### src/rtl/afe_seq_ctl_if.sv
// afe_seq_ctl_if
//   Groups the handshake and pin signals of the AFE readout sequencer.
//   master : acquisition logic / testbench side (drives the requests, reads status and pins)
//   slave  : afe_seq_ctl side (reads the requests, drives status and AFE pins)
//   Requests : ADS_INIT_OK, SAMPLE_EN, FRAME_NUM[7:0], STOP, AFE_STO (unused input pin)
//   Status   : BUSY, FRAME_DONE, CH_VALID, CH_IDX[7:0]
//   AFE pins : AFE_CLK, AFE_INTG, AFE_TFT, AFE_IRST, AFE_SHS, AFE_SHR, AFE_STI, AFE_DF_SM,
//              AFE_PDZ, AFE_NAPZ, AFE_ENTRI, AFE_SMT_MD, AFE_INPUTZ, AFE_PGA[2:0]
interface afe_seq_ctl_if;
   logic       ADS_INIT_OK;
   logic       SAMPLE_EN;
   logic [7:0] FRAME_NUM;
   logic       STOP;
   logic       AFE_STO;
   logic       BUSY;
   logic       FRAME_DONE;
   logic       CH_VALID;
   logic [7:0] CH_IDX;
   logic       AFE_CLK;
   logic       AFE_INTG;
   logic       AFE_TFT;
   logic       AFE_IRST;
   logic       AFE_SHS;
   logic       AFE_SHR;
   logic       AFE_STI;
   logic       AFE_DF_SM;
   logic       AFE_PDZ;
   logic       AFE_NAPZ;
   logic       AFE_ENTRI;
   logic       AFE_SMT_MD;
   logic       AFE_INPUTZ;
   logic [2:0] AFE_PGA;

   modport master (
      output ADS_INIT_OK, SAMPLE_EN, FRAME_NUM, STOP, AFE_STO,
      input  BUSY, FRAME_DONE, CH_VALID, CH_IDX,
      input  AFE_CLK, AFE_INTG, AFE_TFT, AFE_IRST, AFE_SHS, AFE_SHR, AFE_STI, AFE_DF_SM,
      input  AFE_PDZ, AFE_NAPZ, AFE_ENTRI, AFE_SMT_MD, AFE_INPUTZ, AFE_PGA
   );

   modport slave (
      input  ADS_INIT_OK, SAMPLE_EN, FRAME_NUM, STOP, AFE_STO,
      output BUSY, FRAME_DONE, CH_VALID, CH_IDX,
      output AFE_CLK, AFE_INTG, AFE_TFT, AFE_IRST, AFE_SHS, AFE_SHR, AFE_STI, AFE_DF_SM,
      output AFE_PDZ, AFE_NAPZ, AFE_ENTRI, AFE_SMT_MD, AFE_INPUTZ, AFE_PGA
   );
endinterface

### src/rtl/afe_seq_ctl.sv
// afe_seq_ctl
//   Parametrised AFE readout sequencer: IRST/STI -> CLK shift-out -> SHR -> INTG/TFT -> SHS,
//   single, multi-frame or continuous, with a sticky STOP that ends after the current frame.
//   Ports: CLK_100M (system clock), CLK_RST_N (async active-low reset),
//          bus (afe_seq_ctl_if.slave: requests in, status and AFE pins out).
//   Build option: AFE_SEQ_DFSM_EN - when defined, AFE_DF_SM drops low during the TFT window;
//          otherwise AFE_DF_SM is tied high.
//
//   state  | meaning
//   -------+-------------------------------------------------------------
//   IDLE   | waiting for a qualified SAMPLE_EN rising edge
//   IRST   | integrator reset, STI pulse at its start
//   CLK    | CH_NUM AFE_CLK periods, high half first
//   SHR    | reset-level sample pulse, then wait
//   INTG   | integration with TFT window, then INTG-low tail
//   SHS    | signal-level sample pulse, tail; FRAME_DONE on last cycle
module afe_seq_ctl #(
   parameter int CH_NUM      = 64,
   parameter int T_STI       = 5,
   parameter int T_IRST      = 10,
   parameter int T_HALF_CLK  = 65,
   parameter int T_SHR       = 5,
   parameter int T_WAIT_INTG = 100,
   parameter int T_TFT       = 1400,
   parameter int T_INTG      = 1450,
   parameter int T_WAIT_SHS  = 500,
   parameter int T_SHS       = 5,
   parameter int T_END       = 10,
   parameter int CNT_W       = 16
) (
   input logic          CLK_100M,
   input logic          CLK_RST_N,
   afe_seq_ctl_if.slave bus
);
   typedef enum logic [2:0] {S_IDLE, S_IRST, S_CLK, S_SHR, S_INTG, S_SHS} state_t;

   localparam logic [CNT_W-1:0] IRST_LAST = CNT_W'(T_IRST - 1);
   localparam logic [CNT_W-1:0] CLK_LAST  = CNT_W'(2 * T_HALF_CLK - 1);
   localparam logic [CNT_W-1:0] SHR_LAST  = CNT_W'(T_WAIT_INTG - 1);
   localparam logic [CNT_W-1:0] INTG_LAST = CNT_W'(T_INTG + T_WAIT_SHS - 1);
   localparam logic [CNT_W-1:0] SHS_LAST  = CNT_W'(T_SHS + T_END - 1);
   localparam logic [CNT_W-1:0] STI_LEN   = CNT_W'(T_STI);
   localparam logic [CNT_W-1:0] HALF_LEN  = CNT_W'(T_HALF_CLK);
   localparam logic [CNT_W-1:0] SHR_LEN   = CNT_W'(T_SHR);
   localparam logic [CNT_W-1:0] INTG_LEN  = CNT_W'(T_INTG);
   localparam logic [CNT_W-1:0] TFT_LEN   = CNT_W'(T_TFT);
   localparam logic [CNT_W-1:0] SHS_LEN   = CNT_W'(T_SHS);
   localparam logic [7:0]       CH_LAST   = 8'(CH_NUM - 1);

   state_t           state, state_nxt;
   logic [CNT_W-1:0] cnt, cnt_nxt;
   logic [7:0]       ch, ch_nxt;
   logic [7:0]       frames, frames_nxt;
   logic             stop_q, stop_nxt;
   logic             sample_q;
   logic             start;

   logic busy_q, frame_done_q, ch_valid_q, clk_q, intg_q, tft_q, irst_q, shs_q, shr_q, sti_q;
   logic sto_unused;

   assign start      = (state == S_IDLE) && bus.ADS_INIT_OK && bus.SAMPLE_EN && !sample_q;
   assign sto_unused = bus.AFE_STO;

   always_ff @(posedge CLK_100M or negedge CLK_RST_N) begin
      if (!CLK_RST_N) begin
         state    <= S_IDLE;
         cnt      <= '0;
         ch       <= '0;
         frames   <= '0;
         stop_q   <= 1'b0;
         sample_q <= 1'b0;
      end else begin
         state    <= state_nxt;
         cnt      <= cnt_nxt;
         ch       <= ch_nxt;
         frames   <= frames_nxt;
         stop_q   <= stop_nxt;
         sample_q <= bus.SAMPLE_EN;
      end
   end

   always_comb begin
      state_nxt  = state;
      cnt_nxt    = cnt + CNT_W'(1);
      ch_nxt     = ch;
      frames_nxt = frames;
      stop_nxt   = stop_q;
      if (state != S_IDLE && bus.STOP) stop_nxt = 1'b1;
      case (state)
         S_IDLE: begin
            cnt_nxt = '0;
            if (start) begin
               state_nxt  = S_IRST;
               frames_nxt = bus.FRAME_NUM;
               stop_nxt   = 1'b0;
            end
         end
         S_IRST: if (cnt == IRST_LAST) begin
            state_nxt = S_CLK;
            cnt_nxt   = '0;
            ch_nxt    = '0;
         end
         S_CLK: if (cnt == CLK_LAST) begin
            cnt_nxt = '0;
            if (ch == CH_LAST) state_nxt = S_SHR;
            else               ch_nxt    = ch + 8'd1;
         end
         S_SHR: if (cnt == SHR_LAST) begin
            state_nxt = S_INTG;
            cnt_nxt   = '0;
         end
         S_INTG: if (cnt == INTG_LAST) begin
            state_nxt = S_SHS;
            cnt_nxt   = '0;
         end
         S_SHS: if (cnt == SHS_LAST) begin
            cnt_nxt = '0;
            if (frames != 8'd0) frames_nxt = frames - 8'd1;
            // A STOP arriving on the very last cycle still ends the acquisition here.
            if (frames == 8'd1 || stop_q || bus.STOP) begin
               state_nxt = S_IDLE;
               stop_nxt  = 1'b0;
            end else begin
               state_nxt = S_IRST;
            end
         end
         default: begin
            state_nxt = S_IDLE;
            cnt_nxt   = '0;
         end
      endcase
   end

   // Pins are decoded from the next state/count so the registered outputs line up
   // with the state register (start detected in cycle k -> pins high in cycle k+1).
   always_ff @(posedge CLK_100M or negedge CLK_RST_N) begin
      if (!CLK_RST_N) begin
         busy_q       <= 1'b0;
         frame_done_q <= 1'b0;
         ch_valid_q   <= 1'b0;
         clk_q        <= 1'b0;
         intg_q       <= 1'b0;
         tft_q        <= 1'b0;
         irst_q       <= 1'b0;
         shs_q        <= 1'b0;
         shr_q        <= 1'b0;
         sti_q        <= 1'b0;
      end else begin
         busy_q       <= state_nxt != S_IDLE;
         frame_done_q <= (state_nxt == S_SHS) && (cnt_nxt == SHS_LAST);
         ch_valid_q   <= (state_nxt == S_CLK) && (cnt_nxt == '0);
         clk_q        <= (state_nxt == S_CLK) && (cnt_nxt < HALF_LEN);
         intg_q       <= (state_nxt == S_INTG) && (cnt_nxt < INTG_LEN);
         tft_q        <= (state_nxt == S_INTG) && (cnt_nxt < TFT_LEN);
         irst_q       <= state_nxt == S_IRST;
         shs_q        <= (state_nxt == S_SHS) && (cnt_nxt < SHS_LEN);
         shr_q        <= (state_nxt == S_SHR) && (cnt_nxt < SHR_LEN);
         sti_q        <= (state_nxt == S_IRST) && (cnt_nxt < STI_LEN);
      end
   end

`ifdef AFE_SEQ_DFSM_EN
   logic df_q;
   always_ff @(posedge CLK_100M or negedge CLK_RST_N) begin
      if (!CLK_RST_N) df_q <= 1'b1;
      else            df_q <= !((state_nxt == S_INTG) && (cnt_nxt < TFT_LEN));
   end
   assign bus.AFE_DF_SM = df_q;
`else
   assign bus.AFE_DF_SM = 1'b1;
`endif

   assign bus.BUSY       = busy_q;
   assign bus.FRAME_DONE = frame_done_q;
   assign bus.CH_VALID   = ch_valid_q;
   assign bus.CH_IDX     = ch;
   assign bus.AFE_CLK    = clk_q;
   assign bus.AFE_INTG   = intg_q;
   assign bus.AFE_TFT    = tft_q;
   assign bus.AFE_IRST   = irst_q;
   assign bus.AFE_SHS    = shs_q;
   assign bus.AFE_SHR    = shr_q;
   assign bus.AFE_STI    = sti_q;
   assign bus.AFE_PDZ    = 1'b1;
   assign bus.AFE_NAPZ   = 1'b1;
   assign bus.AFE_ENTRI  = 1'b1;
   assign bus.AFE_SMT_MD = 1'b1;
   assign bus.AFE_INPUTZ = 1'b0;
   assign bus.AFE_PGA    = 3'b111;
endmodule

### src/flat_wrapper.sv
// flat-port wrapper written by rule: the top's interface ports become plain ports
module afe_seq_ctl_flat 
#(
   parameter int CH_NUM      = 64,
   parameter int T_STI       = 5,
   parameter int T_IRST      = 10,
   parameter int T_HALF_CLK  = 65,
   parameter int T_SHR       = 5,
   parameter int T_WAIT_INTG = 100,
   parameter int T_TFT       = 1400,
   parameter int T_INTG      = 1450,
   parameter int T_WAIT_SHS  = 500,
   parameter int T_SHS       = 5,
   parameter int T_END       = 10,
   parameter int CNT_W       = 16
)
  (CLK_100M, CLK_RST_N, bus_ADS_INIT_OK, bus_SAMPLE_EN, bus_FRAME_NUM, bus_STOP, bus_AFE_STO, bus_BUSY, bus_FRAME_DONE, bus_CH_VALID, bus_CH_IDX, bus_AFE_CLK, bus_AFE_INTG, bus_AFE_TFT, bus_AFE_IRST, bus_AFE_SHS, bus_AFE_SHR, bus_AFE_STI, bus_AFE_DF_SM, bus_AFE_PDZ, bus_AFE_NAPZ, bus_AFE_ENTRI, bus_AFE_SMT_MD, bus_AFE_INPUTZ, bus_AFE_PGA);
  afe_seq_ctl_if bus_i ();
  input logic CLK_100M;
  input logic CLK_RST_N;
  input wire logic [$bits(bus_i.ADS_INIT_OK)-1:0] bus_ADS_INIT_OK;
  input wire logic [$bits(bus_i.SAMPLE_EN)-1:0] bus_SAMPLE_EN;
  input wire logic [$bits(bus_i.FRAME_NUM)-1:0] bus_FRAME_NUM;
  input wire logic [$bits(bus_i.STOP)-1:0] bus_STOP;
  input wire logic [$bits(bus_i.AFE_STO)-1:0] bus_AFE_STO;
  output wire logic [$bits(bus_i.BUSY)-1:0] bus_BUSY;
  output wire logic [$bits(bus_i.FRAME_DONE)-1:0] bus_FRAME_DONE;
  output wire logic [$bits(bus_i.CH_VALID)-1:0] bus_CH_VALID;
  output wire logic [$bits(bus_i.CH_IDX)-1:0] bus_CH_IDX;
  output wire logic [$bits(bus_i.AFE_CLK)-1:0] bus_AFE_CLK;
  output wire logic [$bits(bus_i.AFE_INTG)-1:0] bus_AFE_INTG;
  output wire logic [$bits(bus_i.AFE_TFT)-1:0] bus_AFE_TFT;
  output wire logic [$bits(bus_i.AFE_IRST)-1:0] bus_AFE_IRST;
  output wire logic [$bits(bus_i.AFE_SHS)-1:0] bus_AFE_SHS;
  output wire logic [$bits(bus_i.AFE_SHR)-1:0] bus_AFE_SHR;
  output wire logic [$bits(bus_i.AFE_STI)-1:0] bus_AFE_STI;
  output wire logic [$bits(bus_i.AFE_DF_SM)-1:0] bus_AFE_DF_SM;
  output wire logic [$bits(bus_i.AFE_PDZ)-1:0] bus_AFE_PDZ;
  output wire logic [$bits(bus_i.AFE_NAPZ)-1:0] bus_AFE_NAPZ;
  output wire logic [$bits(bus_i.AFE_ENTRI)-1:0] bus_AFE_ENTRI;
  output wire logic [$bits(bus_i.AFE_SMT_MD)-1:0] bus_AFE_SMT_MD;
  output wire logic [$bits(bus_i.AFE_INPUTZ)-1:0] bus_AFE_INPUTZ;
  output wire logic [$bits(bus_i.AFE_PGA)-1:0] bus_AFE_PGA;
  assign bus_i.ADS_INIT_OK = bus_ADS_INIT_OK;
  assign bus_i.SAMPLE_EN = bus_SAMPLE_EN;
  assign bus_i.FRAME_NUM = bus_FRAME_NUM;
  assign bus_i.STOP = bus_STOP;
  assign bus_i.AFE_STO = bus_AFE_STO;
  assign bus_BUSY = bus_i.BUSY;
  assign bus_FRAME_DONE = bus_i.FRAME_DONE;
  assign bus_CH_VALID = bus_i.CH_VALID;
  assign bus_CH_IDX = bus_i.CH_IDX;
  assign bus_AFE_CLK = bus_i.AFE_CLK;
  assign bus_AFE_INTG = bus_i.AFE_INTG;
  assign bus_AFE_TFT = bus_i.AFE_TFT;
  assign bus_AFE_IRST = bus_i.AFE_IRST;
  assign bus_AFE_SHS = bus_i.AFE_SHS;
  assign bus_AFE_SHR = bus_i.AFE_SHR;
  assign bus_AFE_STI = bus_i.AFE_STI;
  assign bus_AFE_DF_SM = bus_i.AFE_DF_SM;
  assign bus_AFE_PDZ = bus_i.AFE_PDZ;
  assign bus_AFE_NAPZ = bus_i.AFE_NAPZ;
  assign bus_AFE_ENTRI = bus_i.AFE_ENTRI;
  assign bus_AFE_SMT_MD = bus_i.AFE_SMT_MD;
  assign bus_AFE_INPUTZ = bus_i.AFE_INPUTZ;
  assign bus_AFE_PGA = bus_i.AFE_PGA;
  afe_seq_ctl #(.CH_NUM(CH_NUM), .T_STI(T_STI), .T_IRST(T_IRST), .T_HALF_CLK(T_HALF_CLK), .T_SHR(T_SHR), .T_WAIT_INTG(T_WAIT_INTG), .T_TFT(T_TFT), .T_INTG(T_INTG), .T_WAIT_SHS(T_WAIT_SHS), .T_SHS(T_SHS), .T_END(T_END), .CNT_W(CNT_W)) u_core (.CLK_100M(CLK_100M), .CLK_RST_N(CLK_RST_N), .bus(bus_i));
endmodule
### config.mk
export PLATFORM = sky130hd
export DESIGN_NAME = afe_seq_ctl_flat
export DESIGN_NICKNAME = d
export VERILOG_FILES = /design/src/rtl/afe_seq_ctl_if.sv /design/src/rtl/afe_seq_ctl.sv /design/src/flat_wrapper.sv
export SDC_FILE = /design/constraint.sdc
export NUM_CORES = 1
export LEC_CHECK = 0
export BUFFER_PORTS_ARGS = -buffer_cell sky130_fd_sc_hd__buf_2
export CAP_MARGIN = 20
export CORE_MARGIN = 8
export CORE_UTILIZATION = 57
export DETAILED_ROUTE_END_ITERATION = 6
export PLACE_DENSITY = 0.79
export SETUP_SLACK_MARGIN = 0.1
export SLEW_MARGIN = 20
export SYNTH_ARGS = -nofsm -noshare
export SYNTH_HDL_FRONTEND = slang
export SYNTH_SLANG_ARGS = --single-unit
### constraint.sdc
create_clock -name CLK_100M -period 3.41 [get_ports CLK_100M]
set_input_delay 0 -clock CLK_100M [delete_from_list [all_inputs] [get_ports CLK_100M]]
set_output_delay 0 -clock CLK_100M [all_outputs]
set_load 0.02 [all_outputs]
==> implementation parameters, run 1 <==
Parameter                              Value

Timing
  Slew Limit Headroom ... 49.9%
  Final Max Slew Viols ... 0
  Transition time at the pin with the least slew margin ... 0.748 ns
  Unrepaired setup endpoints after global routing ... false
  Setup tns final ... 0 ns
  Fraction of the cycle the final worst path needs ... 90.7%
  Number of hold violations in the final report ... 0
  Clk_skew ... 0.00695 ns
  Achievable frequency ... 323 MHz
  Setup violations, final ... 0
  Final worst path period need ... 3.09 ns

Logic synthesis
  Synth Cell Area ... 0.00289 sq mm
  Post-synthesis mux area share ... 0.346%
  Number of flops mapped to enable cells by yosys ... 0
  Synth cell types ... 55
  Synth Area in XOR/XNOR ... 4.55%
  Warnings, synthesis ... 0
  Main synth FF type ... sky130_fd_sc_hd__dfrtp_1
  Register bit total from synthesis ... 47
  FFs w/ async S/R, synth ... 100%
  Share of synthesized cell area in full adder, half adder and majority cells ... 3.03%
  Proportion of synthesized chip area in sequential cells ... 40.7%
  Average cell area after synthesis ... 8.63 sq um
  Synthesized-area fraction occupied by ao, oa, aoi and oai cells ... 16.7%
  Count of mapped cells out of synthesis ... 335
  Basic-gate share of the synthesized area counting and, or, nand and nor cells ... 28.6%
  Main combinational cell family by area after synthesis ... simple AND/OR/NAND/NOR gates

Power
  Pwr Density ... 307 mW/mm^2
  Worst voltage drop across the vdd grid ... 0.210 mV
  Internal cell power ... 782 uW
  P_leak ... 0.00142 uW
  Switching part of the total power ... 20.3%
  Portion of total power attributed to combinational logic ... 3.4%
  Net switching power ... 199 uW
  Relative contribution of the clock network to total power ... 39.8%
  Part of the power in registers ... 56.8%

CTS
  Clock Pin Slew Worst Setup and Hold Paths ... 0.08 ns
  Clock root buffer ... sky130_fd_sc_hd__clkbuf_8
  Number of buffers added by the clock tree synthesis step ... 5
  Clk_lat worst skew ... 0.29 ns
  Worst-case clock buffer depth ... 2
  TritonCTS clock tree ... yes
  Setup Buffers After CTS ... 0
  Count of clock tree sinks ... 47
  Number of H-tree levels ... 2

Worst setup path
  Endpoint arrival time on the critical path ... 3.30 ns
  Chain of cells forming the critical path ... ha_1 > and4_1 > o2111ai_1 > a2111oi_0 > a31o_2 > nor4b_1 > a31oi_1 > nor3_1
  Number of buffers and inverters on the critical path ... 0
  Data required, critical path ... 3.61 ns
  Worst setup path class ... reg2reg
  Number of cells on the worst reg-to-reg path ... 8
  Family with the most delay on the worst path ... compound AO/OA/AOI/OAI gates
  CP endpoint kind ... flip-flop
  Longest individual stage delay on the worst path ... 0.51 ns
  Critical Path Slowest Stage Cell ... sky130_fd_sc_hd__nor4b_1
  Critical path depth in cells ... 8
  Maximum fanout encountered on the critical timing path ... 9
  Category of the worst setup path launch point ... flip-flop

Global routing
  GRT Overall Usage ... 18.2%
  Antenna violations before repair ... 0
  Met2 layer usage reported by global route ... 30.7%
  Global-route wire length before repair ... 11.1 mm
  Global-route congestion overflow total ... 0
  Global routing met1 resource utilization ... 21.8%
  Number of global-route vias before repair ... 2,399
  Largest net degree at the start of global routing ... 48
  Most heavily used metal layer in global routing ... met2
  GRT met3 Usage ... 3.30%

Run status
  Result of the run ... finished clean

Routing
  Routed length per placed instance ... 15.8 um
  DRC errors left ... 0
  Count of vias placed by the detailed router ... 2,560
  Antenna Violating Nets Remaining ... 0
  Count of TritonRoute iterations in the first routing pass ... 5
  Ratio of routed vias to standard cells ... 5.94
  Total Routed Length ... 6.79 mm
  DRC marker count from the first detailed-route iteration ... 148

Floorplan
  Total core area ... 0.00501 sq mm
  Die Ht ... 87.2 um
  Starting density of the core ... 57.7%
  Area of the die ... 0.00761 sq mm
  Number of placement rows ... 26
  IO Pins ... 41
  Die width ... 87.2 um

Min path
  Worst hold path type ... in2reg
  Hold path depth ... 3

Placement
  Half-perimeter wire length after placement ... 5.01 mm
  Weighted congestion at the end of routability-driven global placement ... 0.910
  Placed instance count ... 420
  Quantity of I/O buffers inserted on ports ... 30

Cells and area
  Layout overhead on the synthesized area ... 10.6%
  Fin nets ... 382
  Antenna cells ... 0
  Number of non-filler instances in the completed layout ... 431
  Proportion of layout cells with a drive suffix above 1 ... 13.3%

Flow run
  Max-capacitance violation count ... 0
[path summary, 6_finish.rpt]
path | startpoint | to | slack (ns)
setup / recovery | u_core.cnt[0] | u_core.bus.AFE_SHR | 0.32
hold / removal | bus_FRAME_NUM[0] | u_core.frames[0] | 0.01
setup reg to reg | u_core.cnt[0] | u_core.bus.AFE_SHR | 0.32
hold reg to reg | u_core.bus.CH_IDX[0] | u_core.bus.CH_IDX[0] | 0.55
max in group asynchronous | CLK_RST_N | u_core.cnt[3] | 2.76
min in group asynchronous | CLK_RST_N | u_core.bus.CH_IDX[3] | 0.24
[metal layers]
metal	routed length [um]	up-vias	share of wire, %
met4	190	0	2.8
met5	0	-	0
met2	3310	85	49
met1	2900	1208	43
li1	-	1248	-
met3	395	19	5.8
[registers in the layout (all words and copies together) (netlist names)]
| register | flops |
|---|---|
| u_core.bus.AFE_SHS | 1 |
| u_core.bus.AFE_INTG | 1 |
| u_core.bus.AFE_TFT | 1 |
| u_core.bus.CH_VALID | 1 |
| u_core.bus.AFE_IRST | 1 |
| u_core.frames | 8 |
| u_core.bus.AFE_STI | 1 |
| u_core.state | 3 |
| u_core.bus.AFE_CLK | 1 |
| u_core.bus.FRAME_DONE | 1 |
| u_core.sample_q | 1 |
| u_core.bus.BUSY | 1 |
| u_core.bus.AFE_SHR | 1 |
| u_core.cnt | 16 |
| u_core.stop_q | 1 |
| u_core.bus.CH_IDX | 8 |
[kinds of logic after synthesis]
| family | count (synthesis) |
|---|---|
| and+or+nand+nor | 149 |
| other | 2 |
| DFF | 47 |
| muxes | 1 |
| xor gates and xnor gates | 15 |
| adders and majority gates | 7 |
| AOI/OAI and AO/OA | 79 |
| buffers and inverters | 35 |
[worst register-to-register path, cell delays in order, from the launching register on]
cell	delay [ns]
sky130_fd_sc_hd__dfrtp_1	0.50
sky130_fd_sc_hd__ha_1	0.31
sky130_fd_sc_hd__and4_1	0.31
sky130_fd_sc_hd__o2111ai_1	0.16
sky130_fd_sc_hd__a2111oi_0	0.48
sky130_fd_sc_hd__a31o_2	0.19
sky130_fd_sc_hd__nor4b_1	0.51
sky130_fd_sc_hd__a31oi_1	0.29
sky130_fd_sc_hd__nor3_1	0.26
[cell usage after synthesis, types with 2 or more instances]
library cell / count / area [sq um]
sky130_fd_sc_hd__or3_1: 7 / 43.8
sky130_fd_sc_hd__nor2b_1: 4 / 25.0
sky130_fd_sc_hd__xnor2_1: 11 / 96.3
sky130_fd_sc_hd__and3_1: 5 / 31.3
sky130_fd_sc_hd__ha_1: 7 / 87.6
sky130_fd_sc_hd__inv_1: 9 / 33.8
sky130_fd_sc_hd__a21oi_1: 24 / 120
sky130_fd_sc_hd__buf_2: 3 / 15.0
sky130_fd_sc_hd__nand4_1: 8 / 50.1
sky130_fd_sc_hd__nor3_1: 15 / 75.1
sky130_fd_sc_hd__and4_1: 3 / 26.3
sky130_fd_sc_hd__a31oi_1: 8 / 50.1
sky130_fd_sc_hd__buf_4: 9 / 67.6
sky130_fd_sc_hd__clkbuf_1: 12 / 45.0
sky130_fd_sc_hd__nand2_1: 19 / 71.3
sky130_fd_sc_hd__nand2b_1: 2 / 12.5
sky130_fd_sc_hd__nor4_1: 7 / 43.8
sky130_fd_sc_hd__or4_1: 2 / 15.0
sky130_fd_sc_hd__nor2_1: 38 / 143
sky130_fd_sc_hd__xor2_1: 4 / 35.0
sky130_fd_sc_hd__nand3b_1: 5 / 37.5
sky130_fd_sc_hd__o21ai_0: 22 / 110
sky130_fd_sc_hd__dfrtp_1: 47 / 1180
sky130_fd_sc_hd__o31ai_1: 9 / 67.6
sky130_fd_sc_hd__nor3b_1: 5 / 37.5
sky130_fd_sc_hd__a21o_1: 2 / 15.0
sky130_fd_sc_hd__conb_1: 2 / 7.51
sky130_fd_sc_hd__nand4b_1: 2 / 17.5
sky130_fd_sc_hd__nand3_1: 14 / 70.1
sky130_fd_sc_hd__and2_1: 4 / 25.0
sky130_fd_sc_hd__buf_1: 2 / 7.51
[through the flow]
stage | utilization [%] | area (sq um) | worst slack [ns] | power [uW] | hold slack (ns)
floorplan | - | 2920 | 0.635 | 588 | -0.296
CTS | 63.7 | 3190 | 0.237 | 995 | 0.0172
detailed placement | 60.9 | 3050 | 0.262 | 599 | 0.129
global route | 63.8 | 3200 | 0.157 | 1020 | 0.0309
global placement | 60.9 | 3050 | 0.353 | 598 | 0.126
finish | 63.8 | 3200 | 0.316 | 981 | 0.00954
[timing repair]
item / in CTS / in global routing
resized for setup: 0 / 1
endpoints found under the setup margin: 0 / 2
endpoints found under the hold margin: 50 / 0
hold buffers: 4 / 0
[layout by cell type (no fill, tap or decap), types with 11 or more instances in the layout]
cell type and instances:
sky130_fd_sc_hd__a21oi_1 24, sky130_fd_sc_hd__xnor2_1 11, sky130_fd_sc_hd__dfrtp_1 47, sky130_fd_sc_hd__o21ai_0 22, sky130_fd_sc_hd__nor3_1 15, sky130_fd_sc_hd__nand3_1 14, sky130_fd_sc_hd__nor2_1 38, sky130_fd_sc_hd__buf_2 29
sky130_fd_sc_hd__nand2_1 19
[power groups by stage]
stage | Sequential, uW | Clock, uW | Combinational, uW
2_1_floorplan | 569 | 0 | 18.9
3_3_place_gp | 569 | 0 | 29.0
3_5_place_dp | 569 | 0 | 29.9
4_1_cts | 557 | 404 | 33.4
5_1_grt | 558 | 420 | 38.0
6_report | 557 | 391 | 33.1
[cell type report]
| class | count | area, sq um |
|---|---|---|
| flip-flops and latches | 47 | 1180 |
| well taps | 70 | 87.6 |
| repair buffers | 38 | 223 |
| clock inverters | 1 | 30.0 |
| fillers | 457 | 1810 |
| inverters | 9 | 33.8 |
| clock buffers | 6 | 72.6 |
| multi-input cells | 260 | 1580 |
Note: power is estimated with default switching activity, not from simulation.
==> inputs of run 2 (changes only) <==
--- a/config.mk
+++ b/config.mk
@@ -5,11 +5,13 @@
 export SDC_FILE = /design/constraint.sdc
 export NUM_CORES = 1
 export LEC_CHECK = 0
+export ABC_CLOCK_PERIOD_IN_PS = 3410
 export BUFFER_PORTS_ARGS = -buffer_cell sky130_fd_sc_hd__buf_2
 export CAP_MARGIN = 20
 export CORE_MARGIN = 8
 export CORE_UTILIZATION = 57
 export DETAILED_ROUTE_END_ITERATION = 6
+export HOLD_SLACK_MARGIN = 0.12
 export PLACE_DENSITY = 0.79
 export SETUP_SLACK_MARGIN = 0.1
 export SLEW_MARGIN = 20
==> implementation parameters, run 2 (synthesis results as in run 1) <==
Parameter                              Value

Cells and area
  Multi-input gate area in the final layout ... 0.00158 sq mm (unchanged)
  Proportion of layout cells with a drive suffix above 1 ... 13.1% (-0.22 points)
  Number of flip-flops in the largest register ... 16 (unchanged)
  Final cell utilization of the core ... 65.0% (+1.2 points)
  Fin nets ... 388 (+1.6%)
  Antenna cells ... 0 (unchanged)
  Storage element area ... 0.00118 sq mm (unchanged)
  Layout fillers ... 449 (-1.8%)
  Leading cell types in the layout, fill and taps excluded ... sky130_fd_sc_hd__dfrtp_1, sky130_fd_sc_hd__nor2_1, sky130_fd_sc_hd__buf_2
  Layout overhead on the synthesized area ... 12.7%
  Biggest register ... u_core.cnt
  Commonest non-fill, non-tap cell in the layout ... sky130_fd_sc_hd__dfrtp_1

Worst setup path
  Longest individual stage delay on the worst path ... 0.60 ns (+0.09 ns)
  Worst reg2reg path startpoint ... u_core.cnt[0]
  Maximum fanout encountered on the critical timing path ... 9 (unchanged)
  Critical Path Slowest Stage Cell ... sky130_fd_sc_hd__nor4b_1
  Chain of cells forming the critical path ... ha_1 > nand4_1 > nor4_1 > xnor2_1 > nand4b_1 > nor4b_1 > a31oi_1 > nor3_1
  Number of cells on the worst reg-to-reg path ... 8 (unchanged)
  CP endpoint kind ... flip-flop
  Endpoint arrival time on the critical path ... 3.28 ns (-0.02 ns)
  Worst reg-to-reg setup slack ... 0.33 ns (+0.02 ns)
  Data required, critical path ... 3.61 ns (about the same)
  CP startpoint ... u_core.cnt[0]
  Critical R2R Capture ... u_core.bus.AFE_SHR
  Category of the worst setup path launch point ... flip-flop
  Worst setup path class ... reg2reg

Timing
  Transition time at the pin with the least slew margin ... 0.726 ns (-0.0218 ns)
  Final Max Slew Viols ... 0 (unchanged)
  Clk_skew ... 0.00792 ns (+0.000971 ns)
  Setup tns final ... 0 ns (unchanged)
  Setup violations, final ... 0 (unchanged)
  Final worst path period need ... 3.08 ns (-0.0192 ns)
  Unrepaired setup endpoints after global routing ... false
  Achievable frequency ... 325 MHz (+0.62%)
  Number of hold violations in the final report ... 0 (unchanged)
  Slew Limit Headroom ... 51.4% (+1.5 points)
  Fraction of the cycle the final worst path needs ... 90.2% (-0.56 points)
  Worst Setup Slack, final ... 0.335 ns (+0.0192 ns)

Min path
  Worst hold start ... bus_STOP
  Hold path depth ... 4 (+1)
  Min-Delay Endpoint ... u_core.stop_q
  Worst hold path type ... in2reg

CTS
  Clock Pin Slew Worst Setup and Hold Paths ... 0.09 ns (about the same)
  TritonCTS clock tree ... yes
  Number of H-tree levels ... 2 (unchanged)
  Clk_lat worst skew ... 0.30 ns (about the same)
  Worst-case clock buffer depth ... 2 (unchanged)
  Count of clock tree sinks ... 47 (unchanged)
  Number of buffers added by the clock tree synthesis step ... 5 (unchanged)
  Clock root buffer ... sky130_fd_sc_hd__clkbuf_8
  Setup Buffers After CTS ... 0 (unchanged)

Global routing
  GRT Overall Usage ... 18.5% (+0.29 points)
  Antenna violations before repair ... 0 (unchanged)
  Largest net degree at the start of global routing ... 48 (unchanged)
  Number of global-route vias before repair ... 2,406 (+0.29%)
  Global-route wire length before repair ... 11.3 mm (+1.7%)
  Global-route congestion overflow total ... 0 (unchanged)

Power
  Pwr Density ... 304 mW/mm^2 (-0.96%)
  P_leak ... 0.00144 uW (+1.8%)
  Worst voltage drop across the vdd grid ... 0.201 mV (-4.2%)

Floorplan
  Starting density of the core ... 57.7% (unchanged)
  Total core area ... 0.00501 sq mm (unchanged)
  Die Ht ... 87.2 um (unchanged)
  IO Pins ... 41 (unchanged)
  Area of the die ... 0.00761 sq mm (unchanged)
  Number of placement rows ... 26 (unchanged)
  Die width ... 87.2 um (unchanged)

Routing
  Antenna Violating Nets Remaining ... 0 (unchanged)
  Total Routed Length ... 6.98 mm (+2.7%)
  Ratio of routed vias to standard cells ... 5.92 (-0.41%)
  DRC marker count from the first detailed-route iteration ... 175 (+18%)
  Count of TritonRoute iterations in the first routing pass ... 5 (unchanged)
  Routed length per placed instance ... 16.0 um (+1.3%)
  Count of vias placed by the detailed router ... 2,585 (+0.98%)
  DRC errors left ... 0 (unchanged)

Placement
  Quantity of I/O buffers inserted on ports ... 30 (unchanged)
  Weighted congestion at the end of routability-driven global placement ... 0.910 (unchanged)
  Setup slack at placement ... 0.262 ns (unchanged)
  Half-perimeter wire length after placement ... 5.01 mm (unchanged)

Run status
  Result of the run ... finished clean

Flow run
  Max-capacitance violation count ... 0 (unchanged)
run 2: cell types whose count changed in the layout (fill, tap and decap cells not counted):
cell                            before  now
sky130_fd_sc_hd__dlygate4sd3_1       4   10
run 2: repair_timing:
| action | 4_1_cts | 5_1_grt |
|---|---|---|
| hold buffers | 10 | 0 |
| endpoints found under the hold margin | 56 | 0 |
| endpoints found under the setup margin | 0 | 2 |
| resized for setup | 0 | 1 |
run 2: final cells by class:
type,instances,share of cell area (%)
Timing Repair Buffer,44,8.68
Tap cell,70,2.69
Clock inverter,1,0.922
Multi-Input combinational cell,260,48.3
Inverter,9,1.04
Clock buffer,6,2.23
Sequential cell,47,36.1
run 2: routing by layer:
metal,track usage [%],routed length (um),vias to the layer above
met4,8.59,176,0
met3,3.30,413,19
met1,22.5,2940,1219
li1,-,-,1257
met2,31.1,3440,90
met5,0,0,-
run 2: worst max-delay path by stage:
stage / end / slack (ns) / depth (start not counted)
after detailed placement: u_core.bus.CH_IDX[7] / 0.26 / 7
after global routing: u_core.bus.AFE_SHR / 0.15 / 8
after global placement: u_core.bus.CH_IDX[7] / 0.35 / 7
after CTS: u_core.bus.CH_IDX[7] / 0.24 / 7
final: u_core.bus.AFE_SHR / 0.33 / 8
after floorplan: u_core.bus.CH_IDX[7] / 0.64 / 9
run 2: worst max-delay path: cells and delay by family, from the launching register on:
family | cells | cell delay (ns)
compound gates | 1 | 0.28
xor+xnor | 1 | 0.19
fa+ha+maj | 1 | 0.30
flops | 1 | 0.50
simple gates | 5 | 1.71
run 2: report_power, final:
group	internal [uW]	switching, uW
Sequential	557	0.120
Clock	215	179
Combinational	14.2	24.7
Total	787	204
run 2: through the flow:
stage / hold WS, ns / total power [uW] / cells / cell area (sq um)
finish: 0.145 / 990 / 437 / 3260
floorplan: -0.296 / 588 / 342 / 2920
global route: 0.162 / 1020 / 437 / 3260
CTS: 0.144 / 1000 / 437 / 3250
global placement: 0.126 / 598 / 420 / 3050
detailed placement: 0.129 / 599 / 420 / 3050
==> inputs of run 3 (changes only) <==
--- a/config.mk
+++ b/config.mk
@@ -11,6 +11,7 @@
 export CORE_MARGIN = 8
 export CORE_UTILIZATION = 57
 export DETAILED_ROUTE_END_ITERATION = 6
+export GPL_TIMING_DRIVEN = 0
 export HOLD_SLACK_MARGIN = 0.12
 export PLACE_DENSITY = 0.79
 export SETUP_SLACK_MARGIN = 0.1
==> implementation parameters, run 3 (synthesis results as in run 1) <==
Parameter                              Value

CTS
  Clock root buffer ... sky130_fd_sc_hd__clkbuf_8
  Number of buffers added by the clock tree synthesis step ... 5 (unchanged)
  Worst-case clock buffer depth ... 2 (unchanged)
  Number of H-tree levels ... 2 (unchanged)
  Clock Pin Slew Worst Setup and Hold Paths ... 0.08 ns (about the same)
  Count of clock tree sinks ... 47 (unchanged)
  Clk_lat worst skew ... 0.31 ns (about the same)
  TritonCTS clock tree ... yes
  Setup Buffers After CTS ... 0 (unchanged)

Placement
  Half-perimeter wire length after placement ... 5.02 mm (+0.30%)
  Placed instance count ... 442 (+5.2%)
  Weighted congestion at the end of routability-driven global placement ... 0.944 (+3.7%)
  Placement-stage cell area ... 0.00315 sq mm (+3.4%)
  Quantity of I/O buffers inserted on ports ... 30 (unchanged)

Cells and area
  Number of flip-flops in the largest register ... 16 (unchanged)
  Final cell utilization of the core ... 66.8% (+1.7 points)
  Layout fillers ... 459 (+2.2%)
  Number of non-filler instances in the completed layout ... 460 (+5.3%)
  Proportion of layout cells with a drive suffix above 1 ... 14.4% (+1.3 points)
  Non-Filler Cell Area, Final ... 0.00334 sq mm (+2.6%)
  Commonest non-fill, non-tap cell in the layout ... sky130_fd_sc_hd__dfrtp_1
  Layout overhead on the synthesized area ... 15.7%
  Fin nets ... 410 (+5.7%)
  Antenna cells ... 0 (unchanged)
  Biggest register ... u_core.cnt
  Leading cell types in the layout, fill and taps excluded ... sky130_fd_sc_hd__dfrtp_1, sky130_fd_sc_hd__nor2_1, sky130_fd_sc_hd__buf_2

Routing
  Routed length per placed instance ... 15.5 um (-3.0%)
  Total Routed Length ... 7.12 mm (+2.1%)
  Count of vias placed by the detailed router ... 2,721 (+5.3%)
  Antenna Violating Nets Remaining ... 0 (unchanged)
  Count of TritonRoute iterations in the first routing pass ... 5 (unchanged)
  DRC marker count from the first detailed-route iteration ... 214 (+22%)
  DRC errors left ... 0 (unchanged)
  Ratio of routed vias to standard cells ... 5.92 (about the same)

Min path
  Worst hold path type ... in2reg

Worst setup path
  Data required, critical path ... 3.64 ns (+0.03 ns)
  Critical Path Slowest Stage Cell ... sky130_fd_sc_hd__or4b_1
  Maximum fanout encountered on the critical timing path ... 9 (unchanged)
  Chain of cells forming the critical path ... ha_1 > nor4b_2 > and2_1 > and4_1 > o31ai_1 > or4b_1 > buf_2 > or4_1 > a21oi_1
  Endpoint arrival time on the critical path ... 3.30 ns (+0.02 ns)
  Category of the worst setup path launch point ... flip-flop
  CP endpoint kind ... flip-flop
  Worst setup path class ... reg2reg
  Longest individual stage delay on the worst path ... 0.53 ns (-0.07 ns)

Timing
  Number of hold violations in the final report ... 0 (unchanged)
  Final Max Slew Viols ... 0 (unchanged)
  Fraction of the cycle the final worst path needs ... 90.2% (about the same)
  Setup violations, final ... 0 (unchanged)
  Setup tns final ... 0 ns (unchanged)
  Transition time at the pin with the least slew margin ... 0.587 ns (-0.139 ns)
  Achievable frequency ... 325 MHz (about the same)
  Clk_skew ... 0.00832 ns (+0.000407 ns)
  Final worst path period need ... 3.08 ns (+0.000614 ns)
  Slew Limit Headroom ... 60.9% (+9.5 points)
  Unrepaired setup endpoints after global routing ... false

Floorplan
  Number of placement rows ... 26 (unchanged)
  Area of the die ... 0.00761 sq mm (unchanged)
  Starting density of the core ... 57.7% (unchanged)
  Die Ht ... 87.2 um (unchanged)
  IO Pins ... 41 (unchanged)
  Die width ... 87.2 um (unchanged)
  Total core area ... 0.00501 sq mm (unchanged)

Global routing
  Global-route congestion overflow total ... 0 (unchanged)
  GRT Overall Usage ... 19.8% (+1.3 points)
  Number of global-route vias before repair ... 2,545 (+5.8%)
  Global-route wire length before repair ... 12.0 mm (+6.5%)
  Largest net degree at the start of global routing ... 48 (unchanged)
  Antenna violations before repair ... 0 (unchanged)

Power
  Worst voltage drop across the vdd grid ... 0.156 mV (-23%)
  P_leak ... 0.00148 uW (+2.8%)
  Pwr Density ... 279 mW/mm^2 (-8.2%)
  Power consumption ... 933 uW (-5.8%)

Run status
  Result of the run ... finished clean

Flow run
  Max-capacitance violation count ... 0 (unchanged)
==> run 3: changes by cell type in the layout (fill, tap and decap cells not counted), moves of 2 or more <==
cell	delta
sky130_fd_sc_hd__buf_1	+2
sky130_fd_sc_hd__buf_2	+3
sky130_fd_sc_hd__buf_4	+5
sky130_fd_sc_hd__clkbuf_1	+13
==> run 3: path summary, 6_finish.rpt <==
kind                                      startpoint                   end  slack, ns  cells past startpoint
max in group asynchronous                  CLK_RST_N         u_core.cnt[7]       2.77                      2
worst min-delay path                        bus_STOP         u_core.stop_q       0.16                      4
worst max-delay path                   u_core.cnt[0]  u_core.bus.CH_IDX[7]       0.33                      9
min in group asynchronous                  CLK_RST_N  u_core.bus.CH_IDX[6]       0.24                      2
worst min register to register  u_core.bus.CH_IDX[0]  u_core.bus.CH_IDX[0]       0.54                      1
worst max register to register         u_core.cnt[0]  u_core.bus.CH_IDX[7]       0.33                      9
==> run 3: report_power, final <==
part | switching [uW] | total [uW] | internal [uW]
sequential | 0.111 | 557 | 557
clock | 184 | 328 | 144
combinational | 25.9 | 47.0 | 21.1
==> run 3: cell type report <==
| type | count | area (sq um) | area share, % |
|---|---|---|---|
| tap | 70 | 87.6 | 2.62 |
| clock buffer | 7 | 76.3 | 2.28 |
| clock inverter | 1 | 5.00 | 0.150 |
| multi-input combinational | 260 | 1580 | 47.2 |
| buffer | 26 | 135 | 4.04 |
| timing repair buffer | 40 | 253 | 7.56 |
| inverter | 9 | 33.8 | 1.01 |
| sequential | 47 | 1180 | 35.2 |
==> run 3: metrics by stage <==
step | setup WS (ns) | hold WS, ns
floorplan | 0.635 | -0.296
global placement | 0.403 | 0.126
detailed placement | 0.389 | 0.130
CTS | 0.355 | 0.168
global route | 0.119 | 0.225
finish | 0.334 | 0.165
==> run 3: worst max-delay path: cells and delay by family, from the launching register on <==
family | cells | cell delay (ns)
AOI/OAI and AO/OA | 2 | 0.30
DFF | 1 | 0.51
buffers and inverters | 1 | 0.17
and+or+nand+nor | 5 | 1.79
adders and majority gates | 1 | 0.24
==> run 3: layer usage <==
layer / share of wire [%] / vias up / track usage, % / routed length [um]
met1: 43 / 1310 / 23.7 / 3030
met3: 5.9 / 11 / 4.15 / 421
met4: 1.5 / 0 / 6.72 / 105
met5: 0 / - / 0 / 0
li1: - / 1312 / - / -
met2: 50 / 88 / 34.3 / 3560
==> run 3: timing repair <==
item	4_1_cts	5_1_grt
resized for setup	0	1
hold buffers	10	0
setup endpoints to repair	0	1
hold endpoints to repair	56	0
